--- src/rtl/vga_pkg.sv ---
// Shared VGA 640x480@60 timing defaults and helpers for the timing generator
// and its region decoder.
package vga_pkg;

  localparam int CNT_W = 10;
  localparam int FC_W  = 8;
  localparam int DIV_W = 4;

  localparam int H_VIS_D  = 640;
  localparam int H_FP_D   = 16;
  localparam int H_SYNC_D = 96;
  localparam int H_BP_D   = 48;
  localparam int V_VIS_D  = 480;
  localparam int V_FP_D   = 10;
  localparam int V_SYNC_D = 2;
  localparam int V_BP_D   = 33;

  localparam int H_TOTAL = H_VIS_D + H_FP_D + H_SYNC_D + H_BP_D;
  localparam int V_TOTAL = V_VIS_D + V_FP_D + V_SYNC_D + V_BP_D;

  // Half-open interval test [lo, hi) used by the region decoder.
  function automatic logic in_range(input int x, input int lo, input int hi);
    return (x >= lo) && (x < hi);
  endfunction

endpackage

--- src/rtl/vga_timing.sv ---
// Free-running VGA timing generator: pixel-rate divider, h/v counters and
// registered sync/active/start strobes aligned with the counters.
module vga_timing
  import vga_pkg::*;
#(
  parameter int CLK_DIV = 4,
  parameter int H_VIS   = H_VIS_D,
  parameter int H_FP    = H_FP_D,
  parameter int H_SYNC  = H_SYNC_D,
  parameter int H_BP    = H_BP_D,
  parameter int V_VIS   = V_VIS_D,
  parameter int V_FP    = V_FP_D,
  parameter int V_SYNC  = V_SYNC_D,
  parameter int V_BP    = V_BP_D
) (
  input  logic             clk,
  input  logic             rst_n,
  output logic [CNT_W-1:0] h_readwire,
  output logic [CNT_W-1:0] v_readwire,
  output logic             pix_tick,
  output logic             hsync,
  output logic             vsync,
  output logic             active,
  output logic             line_start,
  output logic             frame_start,
  output logic [FC_W-1:0]  frame_count
);

  localparam int HT = H_VIS + H_FP + H_SYNC + H_BP;
  localparam int VT = V_VIS + V_FP + V_SYNC + V_BP;
  localparam logic [DIV_W-1:0] DIV_LAST = DIV_W'(CLK_DIV - 1);
  localparam logic [CNT_W-1:0] H_LAST   = CNT_W'(HT - 1);
  localparam logic [CNT_W-1:0] V_LAST   = CNT_W'(VT - 1);

  logic [DIV_W-1:0] div_q;
  logic             tick_nxt;
  logic [CNT_W-1:0] h_nxt;
  logic [CNT_W-1:0] v_nxt;
  logic             hsync_nxt;
  logic             vsync_nxt;
  logic             active_nxt;
  logic             h_zero_nxt;
  logic             frame_zero_nxt;

  // The edge that wraps the divider is the edge that advances the pixel, so
  // pix_tick and the new counter values appear in the same clk.
  assign tick_nxt = (div_q == DIV_LAST);

  always_comb begin
    h_nxt = h_readwire;
    v_nxt = v_readwire;
    if (tick_nxt) begin
      if (h_readwire == H_LAST) begin
        h_nxt = '0;
        v_nxt = (v_readwire == V_LAST) ? '0 : v_readwire + 1'b1;
      end else begin
        h_nxt = h_readwire + 1'b1;
      end
    end
  end

  // Region decode looks at the next counter values so the registered
  // strobes line up with the registered counters.
  always_comb begin
    hsync_nxt      = !in_range(int'(h_nxt), H_VIS + H_FP, H_VIS + H_FP + H_SYNC);
    vsync_nxt      = !in_range(int'(v_nxt), V_VIS + V_FP, V_VIS + V_FP + V_SYNC);
    active_nxt     = (int'(h_nxt) < H_VIS) && (int'(v_nxt) < V_VIS);
    h_zero_nxt     = tick_nxt && (h_nxt == '0);
    frame_zero_nxt = h_zero_nxt && (v_nxt == '0);
  end

  always_ff @(posedge clk or negedge rst_n) begin
    if (!rst_n) begin
      div_q       <= '0;
      pix_tick    <= 1'b0;
      h_readwire  <= '0;
      v_readwire  <= '0;
      hsync       <= 1'b1;
      vsync       <= 1'b1;
      active      <= 1'b1;
      line_start  <= 1'b0;
      frame_start <= 1'b0;
      frame_count <= '0;
    end else begin
      div_q       <= tick_nxt ? '0 : div_q + 1'b1;
      pix_tick    <= tick_nxt;
      h_readwire  <= h_nxt;
      v_readwire  <= v_nxt;
      hsync       <= hsync_nxt;
      vsync       <= vsync_nxt;
      active      <= active_nxt;
      line_start  <= h_zero_nxt;
      frame_start <= frame_zero_nxt;
      if (frame_zero_nxt) begin
        frame_count <= frame_count + 1'b1;
      end
    end
  end

endmodule

--- config.mk ---
export PLATFORM = sky130hd
export DESIGN_NAME = vga_timing
export DESIGN_NICKNAME = d
export VERILOG_FILES = /design/src/rtl/vga_pkg.sv /design/src/rtl/vga_timing.sv
export SDC_FILE = /design/constraint.sdc
export NUM_CORES = 1
export LEC_CHECK = 0
export CAP_MARGIN = 20
export CELL_PAD_IN_SITES_DETAIL_PLACEMENT = 1
export CELL_PAD_IN_SITES_GLOBAL_PLACEMENT = 1
export CORE_MARGIN = 2
export CORE_UTILIZATION = 43
export CTS_CLUSTER_DIAMETER = 100
export DETAILED_ROUTE_END_ITERATION = 16
export PLACE_DENSITY_LB_ADDON = 0.1
export RECOVER_POWER = 100
export SLEW_MARGIN = 20
export SYNTH_ARGS = -nofsm -noshare
export SYNTH_HDL_FRONTEND = slang
export SYNTH_SLANG_ARGS = --single-unit
export TNS_END_PERCENT = 50
--- constraint.sdc ---
create_clock -name clk -period 8.7 [get_ports clk]
set_input_delay 2.61 -clock clk [delete_from_list [all_inputs] [get_ports clk]]
set_output_delay 2.61 -clock clk [all_outputs]
set_load 0.03 [all_outputs]
Yosys cells after proc, flatten, opt, wreduce, memory -nomap -nowiden:

Index checks and enable logic that the tools add are counted.

* flip-flop bits (word level): 38
* bits of input ports: 2
* logic and storage cells: 38
* output and inout port bits: 34

* muxes and demuxes: 6
* reduce and logical (&&, ||, !) cells: 9
* $add $sub $neg: 4
* equal/unequal tests: 3
* order comparisons: 6

Operator list (count)
* $mux W10: 5
* $add A10 B1 Y10 const B: 2
* $eq A10 B10 Y1 const B: 2
* $logic_not A10 Y1: 2
* $lt A10 B10 Y1 const B: 2
* $lt A10 B9 Y1 const B: 2
* $ge A10 B10 Y1 const B: 1
* $ge A10 B9 Y1 const B: 1
* $add A8 B1 Y8 const B: 1
* $logic_and A1 B1 Y1: 5
* $add A4 B1 Y4 const B: 1
* $eq A4 B2 Y1 const B: 1
* $mux W4: 1
* $logic_not A1 Y1: 2

Longest topological paths before layout:

Gate-level depths: netlist (run 1).

* depth in word-level cells: 7
* depth in mapped cells: 11
* depth with buffers taken out: 9

Worst setup path after synthesis (run 1):

OpenSTA, ideal clock, no wires.

* path type: register -> register
* start point: register h_readwire[0]
* end point: register frame_count[1]
* clock period less this slack: 3.447 ns
* library setup time: 0.125 ns
* buffers on the path: 2
* arrival: 3.322 ns
* path slack: 5.253 ns
* required time: 8.575 ns
* cell stages (with the launch flop): 11
* cell sequence: dfrtp_1 ha_1 nand4bb_1 or4_4 buf_6 a2111oi_4 o32ai_1 or4_1 buf_2 or2_4 mux2_4

* longest elaborated chain between the ends: 6
* elaborated cells between the ends (all ways): 10
* classes of those cells: add/sub (1); eq/ne (1); mux (4); reduce/logical (4)

Ends and longest elaborated chain
* from (decl): RTL line vga_timing.sv:18 `output logic [CNT_W-1:0] h_readwire,`
* from (signal assigned): RTL line vga_timing.sv:87 `h_readwire <= h_nxt;`
* $add A10 B1 Y10 or $eq A10 B10 Y1 (tied branches): RTL line vga_timing.sv:57, vga_timing.sv:53
* $mux W10: RTL line vga_timing.sv:53 `if (h_readwire == H_LAST) begin`
* $mux W10: RTL line vga_timing.sv:52 `if (tick_nxt) begin`
* $logic_not A10 Y1: RTL line vga_timing.sv:68 `h_zero_nxt = tick_nxt && (h_nxt == '0);`
* $logic_and A1 B1 Y1: RTL line vga_timing.sv:68
* $logic_and A1 B1 Y1 (*): RTL line vga_timing.sv:69 `frame_zero_nxt = h_zero_nxt && (v_nxt == '0);`
* to (signal assigned): RTL line vga_timing.sv:95 `frame_count <= frame_count + 1'b1;`
* to (decl): RTL line vga_timing.sv:26 `output logic [FC_W-1:0] frame_count`

Mark *: on every way between the ends. The rest lies on a longest branch, timed or not.
A chain may end at the register's enable or synchronous reset.

Worst setup path in the final report (run 1):

* start point: register div_q[0]
* end point: register frame_count[1]

* longest elaborated chain between the ends: 5
* elaborated cells between the ends (all ways): 7
* classes of those cells: eq/ne (1); mux (2); reduce/logical (4)

Ends and longest elaborated chain
* from (decl): RTL line vga_timing.sv:35 `logic [DIV_W-1:0] div_q;`
* from (signal assigned): RTL line vga_timing.sv:85 `div_q <= tick_nxt ? '0 : div_q + 1'b1;`
* $eq A4 B2 Y1 (*): RTL line vga_timing.sv:47 `assign tick_nxt = (div_q == DIV_LAST);`
* $mux W10: RTL line vga_timing.sv:52
* $logic_not A10 Y1: RTL line vga_timing.sv:68
* $logic_and A1 B1 Y1: RTL line vga_timing.sv:68
* $logic_and A1 B1 Y1 (*): RTL line vga_timing.sv:69

Marked as above.

==> flow_summary.toml, run 1 <==
[clock_network]
cts_buffers = 5
cts_setup_buffers = 0
cts_tree = "built"
cts-root-buf = "clkbuf_8"
cts_hold_buf = 0
cts_repair_resize_count = 0
cts_sinks = 38
clk_pin_slew_ps = 80
htreeDepth = 2
clockBufferDepth = 2
clock_latency_ps = 290

[timing]
fmax_mhz = 232.5
slew_violations = 39
skew_ps = 1.704
rsz0062_at_grt = "false"
slew-limit-headroom = -0.3362
tns_ps = 0
finalSetupViolCount = 0
timing.final.crit_share = 0.4944
tightestPinTransition_ps = 2004
finalHoldViolCount = 0
finalCriticalPeriod_ps = 4301

[pwr]
powerDensity_mw_per_mm2 = 122.7
ir_worst_vdd_uv = 65.08
p_leak_nw = 1.140

[logic_synthesis]
synthesis.nets = 217
yosys.area_share.simple = 0.2815
synthMuxAreaShare = 0.02249
ys_warn_count = 0
synth_fa_ha_area_frac = 0.03040
syn_avg_cell_area_um2 = 9.801
syn_inst = 210
synthDistinctLibCells = 45
synth_compound_area_frac = 0.1076
ys_ff_latch = 38
synth-xor-area-share = 0.06383
seq_area_frac_synth = 0.4638
synth_top_family_by_area = "simple AND/OR/NAND/NOR gates"
synthesis.area_mm2 = 0.002058

[floorplanning]
dieArea_mm2 = 0.005356
die_x_um = 73.19
die_h_um = 73.19
num_io_pins = 36
rows = 25
initial_core_util = 0.4416
core_area_mm2 = 0.004661

[finish]
drive_above_1_share = 0.05200
final_common_cell = "dfrtp_1"
diodes = 0
n_fill_cell = 537
multi_input_area_mm2 = 0.001012
final_cell_mix = "35 x dfrtp_1, 34 x dlygate4sd3_1, 20 x nand2_1"
regArea_um2 = 954.7
area_growth_pct = 22.19
nets = 256
final_area_mm2 = 0.002515

[worst_hold_path]
hp-class = "reg2reg"
hold_depth = 1

[place]
dp_hpwl_um = 3761
place_area_mm2 = 0.002454
port_buffers = 35
place.gp.congestion = 0.8636

[drt]
dr_total_vias = 1754
wl_met1_um = 2444
dr.pass1.iters = 4
routedWlPerCell_um = 16.87
met2_wirelength_um = 2464
top_layer_used = "met4"
wl_met3_um = 169
drc = 0
drtIter0Drc = 89
ant_nets = 0
viasPerCell = 5.770
routed_wl_um = 5128

[setup_path]
crit_path_max_fanout = 17
slowest_stage = "a2111oi_0"
path_cells = "ha_1, or3b_1, or4_1, a2111oi_0, o32ai_1, or4_1, or2_0, mux2_1"
cpPeakStageDelay_ps = 770
crit_type = "reg2reg"
rr_worst_depth = 8
crit_path_end_kind = "flip-flop"
crit_required_ps = 8880
cp.arrival_ps = 4480
crit_path_frequent_cell = "or4_1"
start_kind = "flip-flop"

[global_route]
grt_max_degree = 39
grt_pass1_wl_um = 8687
track_usage = 0.2114
antenna_found_initial = 0
grt_pass1_vias = 1747
grt_overflow_total = 0

[run]
cap_viol_max_count = 1

[status]
violations = "max-capacitance violations, max-slew violations"
status = "complete, but fails checks"
[synth_stat cells]
master	number	area, um2
and4_1	1	8.760
dfstp_2	3	78.83
xnor2_1	8	70.07
xor2_1	7	61.31
mux2_4	1	15.01
and2_0	1	6.260
o2111a_1	1	11.26
nand2b_1	4	25.02
nor4_1	7	43.79
ha_1	5	62.56
a22o_1	1	8.760
mux2i_1	2	20.02
nor4b_1	3	26.28
nand4_1	8	50.05
o31ai_1	5	37.54
or3_1	4	25.02
o21ai_0	11	55.05
or4_4	1	11.26
nand4bb_1	1	11.26
o32ai_1	1	8.760
buf_2	2	10.01
nand3_1	15	75.07
a2111oi_4	1	27.53
or3b_1	1	8.760
nand3b_1	1	7.510
inv_1	10	37.54
nor2_1	11	41.29
or2_4	1	8.760
mux2_2	1	11.26
and2_1	2	12.51
dfrtp_1	35	875.8
a211oi_1	2	15.01
a41oi_1	1	8.760
nor3_1	10	50.05
nor3b_1	1	7.510
a21oi_1	2	10.01
nand4b_1	1	8.760
or4_1	6	45.04
o211ai_1	2	15.01
clkbuf_1	1	3.750
buf_6	1	11.26
nand2_1	20	75.07
and3_1	5	31.28
a31o_2	1	8.760
a21o_1	2	15.01
[power by group]
| group | leakage (nW) | switching [W] | internal [W] | total, W |
|---|---|---|---|---|
| combinational | 0.586 | 0.00000327 | 0.0000000723 | 0.00000334 |
| sequential | 0.506 | 0 | 0.000177 | 0.000177 |
| clock | 0.0472 | 0.0000651 | 0.0000637 | 0.000129 |
[path summary, 6_finish.rpt]
| path | endpoint | startpoint | slack (ps) |
|---|---|---|---|
| setup / recovery | frame_count[1] | div_q[0] | 4400 |
| hold / removal | frame_count[7] | frame_count[7] | 460 |
| setup reg to reg | frame_count[1] | div_q[0] | 4400 |
| hold reg to reg | frame_count[7] | frame_count[7] | 460 |
| max in group asynchronous | v_readwire[4] | rst_n | 4670 |
| min in group asynchronous | v_readwire[0] | rst_n | 2870 |
[per-layer routing]
metal  vias up  GRT usage
li1        859          -
met1       853     0.2856
met2        36     0.3463
met3         6    0.04144
met4         0    0.05556
met5         -          0
[stage by stage]
stage	std cells	utilization	power, W	hold WS [ps]	setup slack, ps
final	304	0.5396	0.0003087	457.7	4399
after global routing	304	0.5396	0.0003196	495.3	4175
after CTS	304	0.5468	0.0003119	472.3	4524
after detailed placement	296	0.5264	0.0001838	461.6	4853
after global placement	296	0.5264	0.0001837	453.2	4868
after floorplan	210	-	0.0001800	433.1	5253
[cell families after synthesis]
group	Yosys count
AND/OR/NAND/NOR	104
flip-flops	38
AO/OA/AOI/OAI	30
XOR/XNOR	15
buffers and inverters	14
adder cells (fa/ha/maj)	5
multiplexers	4
[state kept, by name (all words and copies together) (netlist names)]
register and count:
frame_start 1, line_start 1, vsync 1, div_q 4
h_readwire 10, hsync 1, active 1, frame_count 8
pix_tick 1, v_readwire 10
[layout make-up]
cell class / instances / share of cell area
Multi-Input combinational cell: 158 / 0.4025
Sequential cell: 38 / 0.3796
Timing Repair Buffer: 36 / 0.1383
Clock buffer: 6 / 0.03284
Tap cell: 54 / 0.02687
Inverter: 10 / 0.01493
Clock inverter: 2 / 0.004975
[critical path: cells and delay by family (launching register included)]
family | cells | cell delay, ps
flip-flops | 1 | 380
AO/OA/AOI/OAI | 2 | 950
adder cells (fa/ha/maj) | 1 | 180
AND/OR/NAND/NOR | 4 | 2360
multiplexers | 1 | 320
Power figures use the tool's default switching activity.
==> inputs of run 2 (changes only) <==
--- a/config.mk
+++ b/config.mk
@@ -9,7 +9,7 @@
 export CELL_PAD_IN_SITES_DETAIL_PLACEMENT = 1
 export CELL_PAD_IN_SITES_GLOBAL_PLACEMENT = 1
 export CORE_MARGIN = 2
-export CORE_UTILIZATION = 43
+export CORE_UTILIZATION = 36
 export CTS_CLUSTER_DIAMETER = 100
 export DETAILED_ROUTE_END_ITERATION = 16
 export PLACE_DENSITY_LB_ADDON = 0.1
==> constraint.sdc (replaced) <==
create_clock -name clk -period 3.5 [get_ports clk]
set_input_delay 1.05 -clock clk [delete_from_list [all_inputs] [get_ports clk]]
set_output_delay 1.05 -clock clk [all_outputs]
set_load 0.03 [all_outputs]
==> run 2 against run 1 <==
Effect of this change: the flow still finishes with violations (max-capacitance violations, max-slew violations); final cell count grew 9.9%; critical endpoint unchanged; global-route usage shrank 1.4 points; clock power grew to 3.6 times the previous value.
==> flow_summary.toml, run 2 (synthesized netlist as in run 1, its figures left out) <==
[status]
status = "complete, but fails checks"
violations = "max-capacitance violations, max-slew violations"

[worst_hold_path]
hold_end = "div_q[0]"
hold_start = "div_q[0]"
hold_depth = 1
hp-class = "reg2reg"

[floorplanning]
die_x_um = 79.61
core_area_mm2 = 0.005507
dieArea_mm2 = 0.006338
num_io_pins = 36
initial_core_util = 0.3738
rows = 27
die_h_um = 79.61

[timing]
rsz0062_at_grt = "false"
finalSetupViolCount = 0
slew_violations = 39
fmax_mhz = 302.5
finalCriticalPeriod_ps = 3306
timing.final.crit_share = 0.9445
tightestPinTransition_ps = 2096
slew-limit-headroom = -0.3975
skew_ps = 5.898
tns_ps = 0
finalHoldViolCount = 0
setup_ws_ps = 194.1

[drt]
ant_nets = 0
drc = 0
viasPerCell = 5.389
top_layer_used = "met4"
dr.pass1.iters = 4
routed_wl_um = 5689
met2_wirelength_um = 2825
wl_met1_um = 2683
dr_total_vias = 1800
drtIter0Drc = 91
routedWlPerCell_um = 17.03
wl_met3_um = 117

[run]
cap_viol_max_count = 1

[setup_path]
start_kind = "flip-flop"
crit_required_ps = 3680
rr_endpoint = "frame_count[1]"
crit_type = "reg2reg"
rrSetupSlack_ps = 190
crit_path_max_fanout = 11
rr_worst_depth = 8
r2r-start = "h_readwire[0]"
cp.arrival_ps = 3490
crit_path_end_kind = "flip-flop"

[clock_network]
clockBufferDepth = 2
clock_latency_ps = 290
cts_tree = "built"
htreeDepth = 2
cts_hold_buf = 0
cts_repair_resize_count = 0
clk_pin_slew_ps = 80
cts_setup_buffers = 0
cts-root-buf = "clkbuf_8"
cts_buffers = 5
cts_sinks = 38

[finish]
final_common_cell = "dfrtp_1"
reg.largest.list = "h_readwire: 10 flops, v_readwire: 10 flops, frame_count: 8 flops"
area_growth_pct = 31.73
diodes = 0
final_cell_mix = "35 x dfrtp_1, 34 x dlygate4sd3_1, 20 x nand2_1"
nets = 268
finish.utilization = 0.4924
drive_above_1_share = 0.1183

[pwr]
p_leak_nw = 1.224
powerDensity_mw_per_mm2 = 336.2
ir_worst_vdd_uv = 142.5

[global_route]
grt_overflow_total = 0
antenna_found_initial = 0
track_usage = 0.1974
grt_pass1_vias = 1935
grt_pass1_wl_um = 9625
grt_max_degree = 39

[place]
place.gp.congestion = 0.8054
dp_hpwl_um = 4176
port_buffers = 35
post-place-ws_ps = 78.03
[run 2: power by group]
part / total, W / internal, W / switching (W) / leakage [nW]
logic: 0.00000868 / 0.000000176 / 0.00000850 / 0.647
clock network: 0.000464 / 0.000304 / 0.000160 / 0.0714
registers: 0.000439 / 0.000439 / 0 / 0.506
total: 0.000911 / 0.000743 / 0.000168 / 1.22
[run 2: how the worst max path moves through the flow]
stage / from / to / slack, ps / depth (start not counted)
after global routing: div_q[0] / frame_count[7] / 20 / 10
after CTS: div_q[0] / frame_count[1] / 40 / 8
final: h_readwire[0] / frame_count[1] / 190 / 8
after detailed placement: div_q[0] / frame_count[1] / 80 / 8
after global placement: div_q[0] / frame_count[1] / 120 / 8
after floorplan: h_readwire[0] / frame_count[1] / 50 / 10
[run 2: final cells by class]
cell class	instances	area (um2)
sequential	38	954.7
clock inverter	2	60.06
clock buffer	6	82.58
fill	631	2795
tap	72	90.09
multi-input combinational	158	1052
inverter	10	37.54
timing repair buffer	48	434.2
[run 2: per-stage QoR]
step,power [W],hold slack (ps),area (um2),instances
floorplan,0.0004475,433.1,2058,210
global placement,0.0004569,445.0,2566,326
detailed placement,0.0004574,455.1,2566,326
CTS,0.0009239,465.7,2709,334
global route,0.0009444,493.4,2711,334
finish,0.0009114,461.8,2711,334
[run 2: metal layers]
metal / global-route usage / up-vias
met3: 0.03394 / 6
li1: - / 876
met2: 0.3412 / 23
met5: 0 / -
met4: 0.04655 / 0
met1: 0.2568 / 895
[run 2: critical path: stages, from the launching register on]
cell and delay [ps]:
dfrtp_1 430, ha_2 260, nand4bb_1 180, or4_4 630, a2111oi_4 370, o32ai_1 140
or4_4 590, or2_4 290, mux2_4 290
==> variant, RTL diff (config.mk and constraints of run 2) <==
Set the package constant `CNT_W` to 8 (it was 10).
--- a/src/rtl/vga_pkg.sv
+++ b/src/rtl/vga_pkg.sv
@@ -4,3 +4,3 @@
 
-  localparam int CNT_W = 10;
+  localparam int CNT_W = 8;
   localparam int FC_W  = 8;
Ports: changed (resized h_readwire and v_readwire); port bits go from 36 to 32. No check against the original RTL was run, so the function may have changed too.
==> variant against run 2 <==
- the flow still finishes with violations (max-capacitance violations, max-slew violations)
- critical path depth shrank 1
- power down 19%
- count of clock-buffer cells in the layout stayed put
- cell count is 29% lower
- sequential cell count down 7
- area after synthesis down 19%
- final area down 23%
- sequential power fell by 18%
- routed wire length down 34%
- worst setup slack improved by 0.19 ns
- largest cell class unchanged
==> variant: results (changes against run 2) <==
Outcome: complete, but fails checks
Failing checks: max-capacitance violations, max-slew violations
Leakage: 1.012 nW (-17%)
Worst Path Arrival: 3.29 ns (-0.20 ns)
Max-cap viol count: 1 (unchanged)
Yosys warns: 0 (unchanged)
Slowest stage delay, CP: 0.56 ns (-0.07 ns)
Wirelength, routed: 3.733 mm (-34%)
Gpl congestion: 0.7643 (-5.1%)
Share of cells above drive strength 1: 9.730% (-2.1 points)
Crit-path max FO: 9 (-2)
Post-DP HPWL: 2.734 mm (-35%)
Via count: 1284 (-29%)
Layout Skew: 0.004467 ns (-0.001431 ns)
VDD IR max: 0.0002173 V (+53%)
DP Area: 1979 µm² (-23%)
Top Registers: frame_count (8), h_readwire (8), v_readwire (8)
Placed insts: 229 (-30%)
Post-synth ARST share: 100.0% (unchanged)
Antenna diode count: 0 (unchanged)
Least-Margin Pin Slew: 1.706 ns (-0.3899 ns)
Fin nets: 191 (-29%)
Worst Hold Class: flop to flop
NetSw: 0.1467 mW (-13%)
CTS H-tree depth: 2 (unchanged)
Max-slew violations: 32 (-18%)
Largest net degree at the start of global routing: 32 (-18%)
Global-route wire length before repair: 6.444 mm (-33%)
Seq/Total Area, Yosys: 46.62% (+0.23 points)
Clock Tree Root: clkbuf_8
Slowest stage cell, crit path: or3b_1
I/O Buffers: 28 (-20%)
# fillers: 484 (-23%)
1st-iter DRT viols: 27 (-70%)
Total GRT Usage: 16.14% (-3.6 points)
Non-Filler Instances: 237 (-29%)
Clock Latency Late Sink: 0.28 ns
Most instantiated cells after synthesis: 31 x dfrtp_1, 15 x xnor2_1, 14 x nand2_1, 10 x nand3_1, 9 x nand4_1
Reg clk slew, reported paths: 0.07 ns
Count of cell types in the netlist: 42 (-6.7%)
Maximum root-to-sink buffer count: 2 (unchanged)
Top cells by area, synth: dfrtp_1 47%, xnor2_1 7.9%, ha_1 3.8%
Post-Syn Area per Cell: 10.88 µm² (+11%)
[variant: cell types whose count changed in the layout (fill, tap and decap cells not counted), sizes merged, moves of 7 or more]
cell | before | now
or4 | 7 | 0
nor3 | 10 | 1
buf | 10 | 0
o21ai | 11 | 3
xnor2 | 8 | 15
[variant: cell families (layout without fill, tap and decap cells)]
logic type,Yosys count,count (layout),synth area share (%)
AND/OR/NAND/NOR,58,58,23.53
flip-flops,31,31,46.62
AO/OA/AOI/OAI,21,21,9.399
XOR/XNOR,19,19,10.00
buffers and inverters,15,45,4.512
adder cells (fa/ha/maj),5,5,3.759
multiplexers,3,3,1.955
other,1,3,0.2253
[variant: final timing paths]
check                         start              to  slack, ns  depth (start not counted)
max                        div_q[1]  frame_count[1]       0.38                          7
min                        div_q[0]        div_q[0]       0.46                          1
max reg2reg                div_q[1]  frame_count[1]       0.38                          7
min reg2reg                div_q[0]        div_q[0]       0.46                          1
max in group asynchronous     rst_n   h_readwire[0]       0.77                          2
min in group asynchronous     rst_n   h_readwire[4]       1.75                          2
[variant: critical path: cells and delay by family (launching register included)]
family / cells / cell delay (ns)
AOI/OAI and AO/OA: 1 / 0.12
muxes: 2 / 0.78
adders and majority gates: 1 / 0.18
and+or+nand+nor: 3 / 1.55
DFF: 1 / 0.37
[variant: final cells by class]
class,instances,area (µm²),share of cell area (%)
clock inverters,2,35.03,1.683
well taps,52,65.06,3.125
flip-flops and latches,31,775.7,37.26
repair buffers,29,284.0,13.64
inverters,8,30.03,1.442
clock buffers,6,82.58,3.966
multi-input cells,109,809.5,38.88
[variant: per-stage QoR]
step,hold slack [ns],total power [mW]
CTS,0.4686,0.7528
floorplan,0.4313,0.3718
finish,0.4638,0.7361
global route,0.4973,0.7714
global placement,0.4449,0.3783
detailed placement,0.4599,0.3786
[variant: per-layer routing]
metal | vias up | routed length, µm | part of all wire, % | track usage (%)
li1 | 609 | - | - | -
met1 | 647 | 1738 | 47 | 21.38
met2 | 22 | 1798 | 48 | 25.41
met3 | 6 | 154 | 4.1 | 5.417
met4 | 0 | 41 | 1.1 | 4.403
met5 | - | 0 | 0 | 0
[variant: power groups by stage]
stage / Clock, mW / Sequential, mW / Combinational, mW
final: 0.366 / 0.358 / 0.0122
after global routing: 0.399 / 0.358 / 0.0141
after CTS: 0.381 / 0.358 / 0.0137
after detailed placement: 0 / 0.365 / 0.0136
after global placement: 0 / 0.365 / 0.0134
after floorplan: 0 / 0.365 / 0.00677
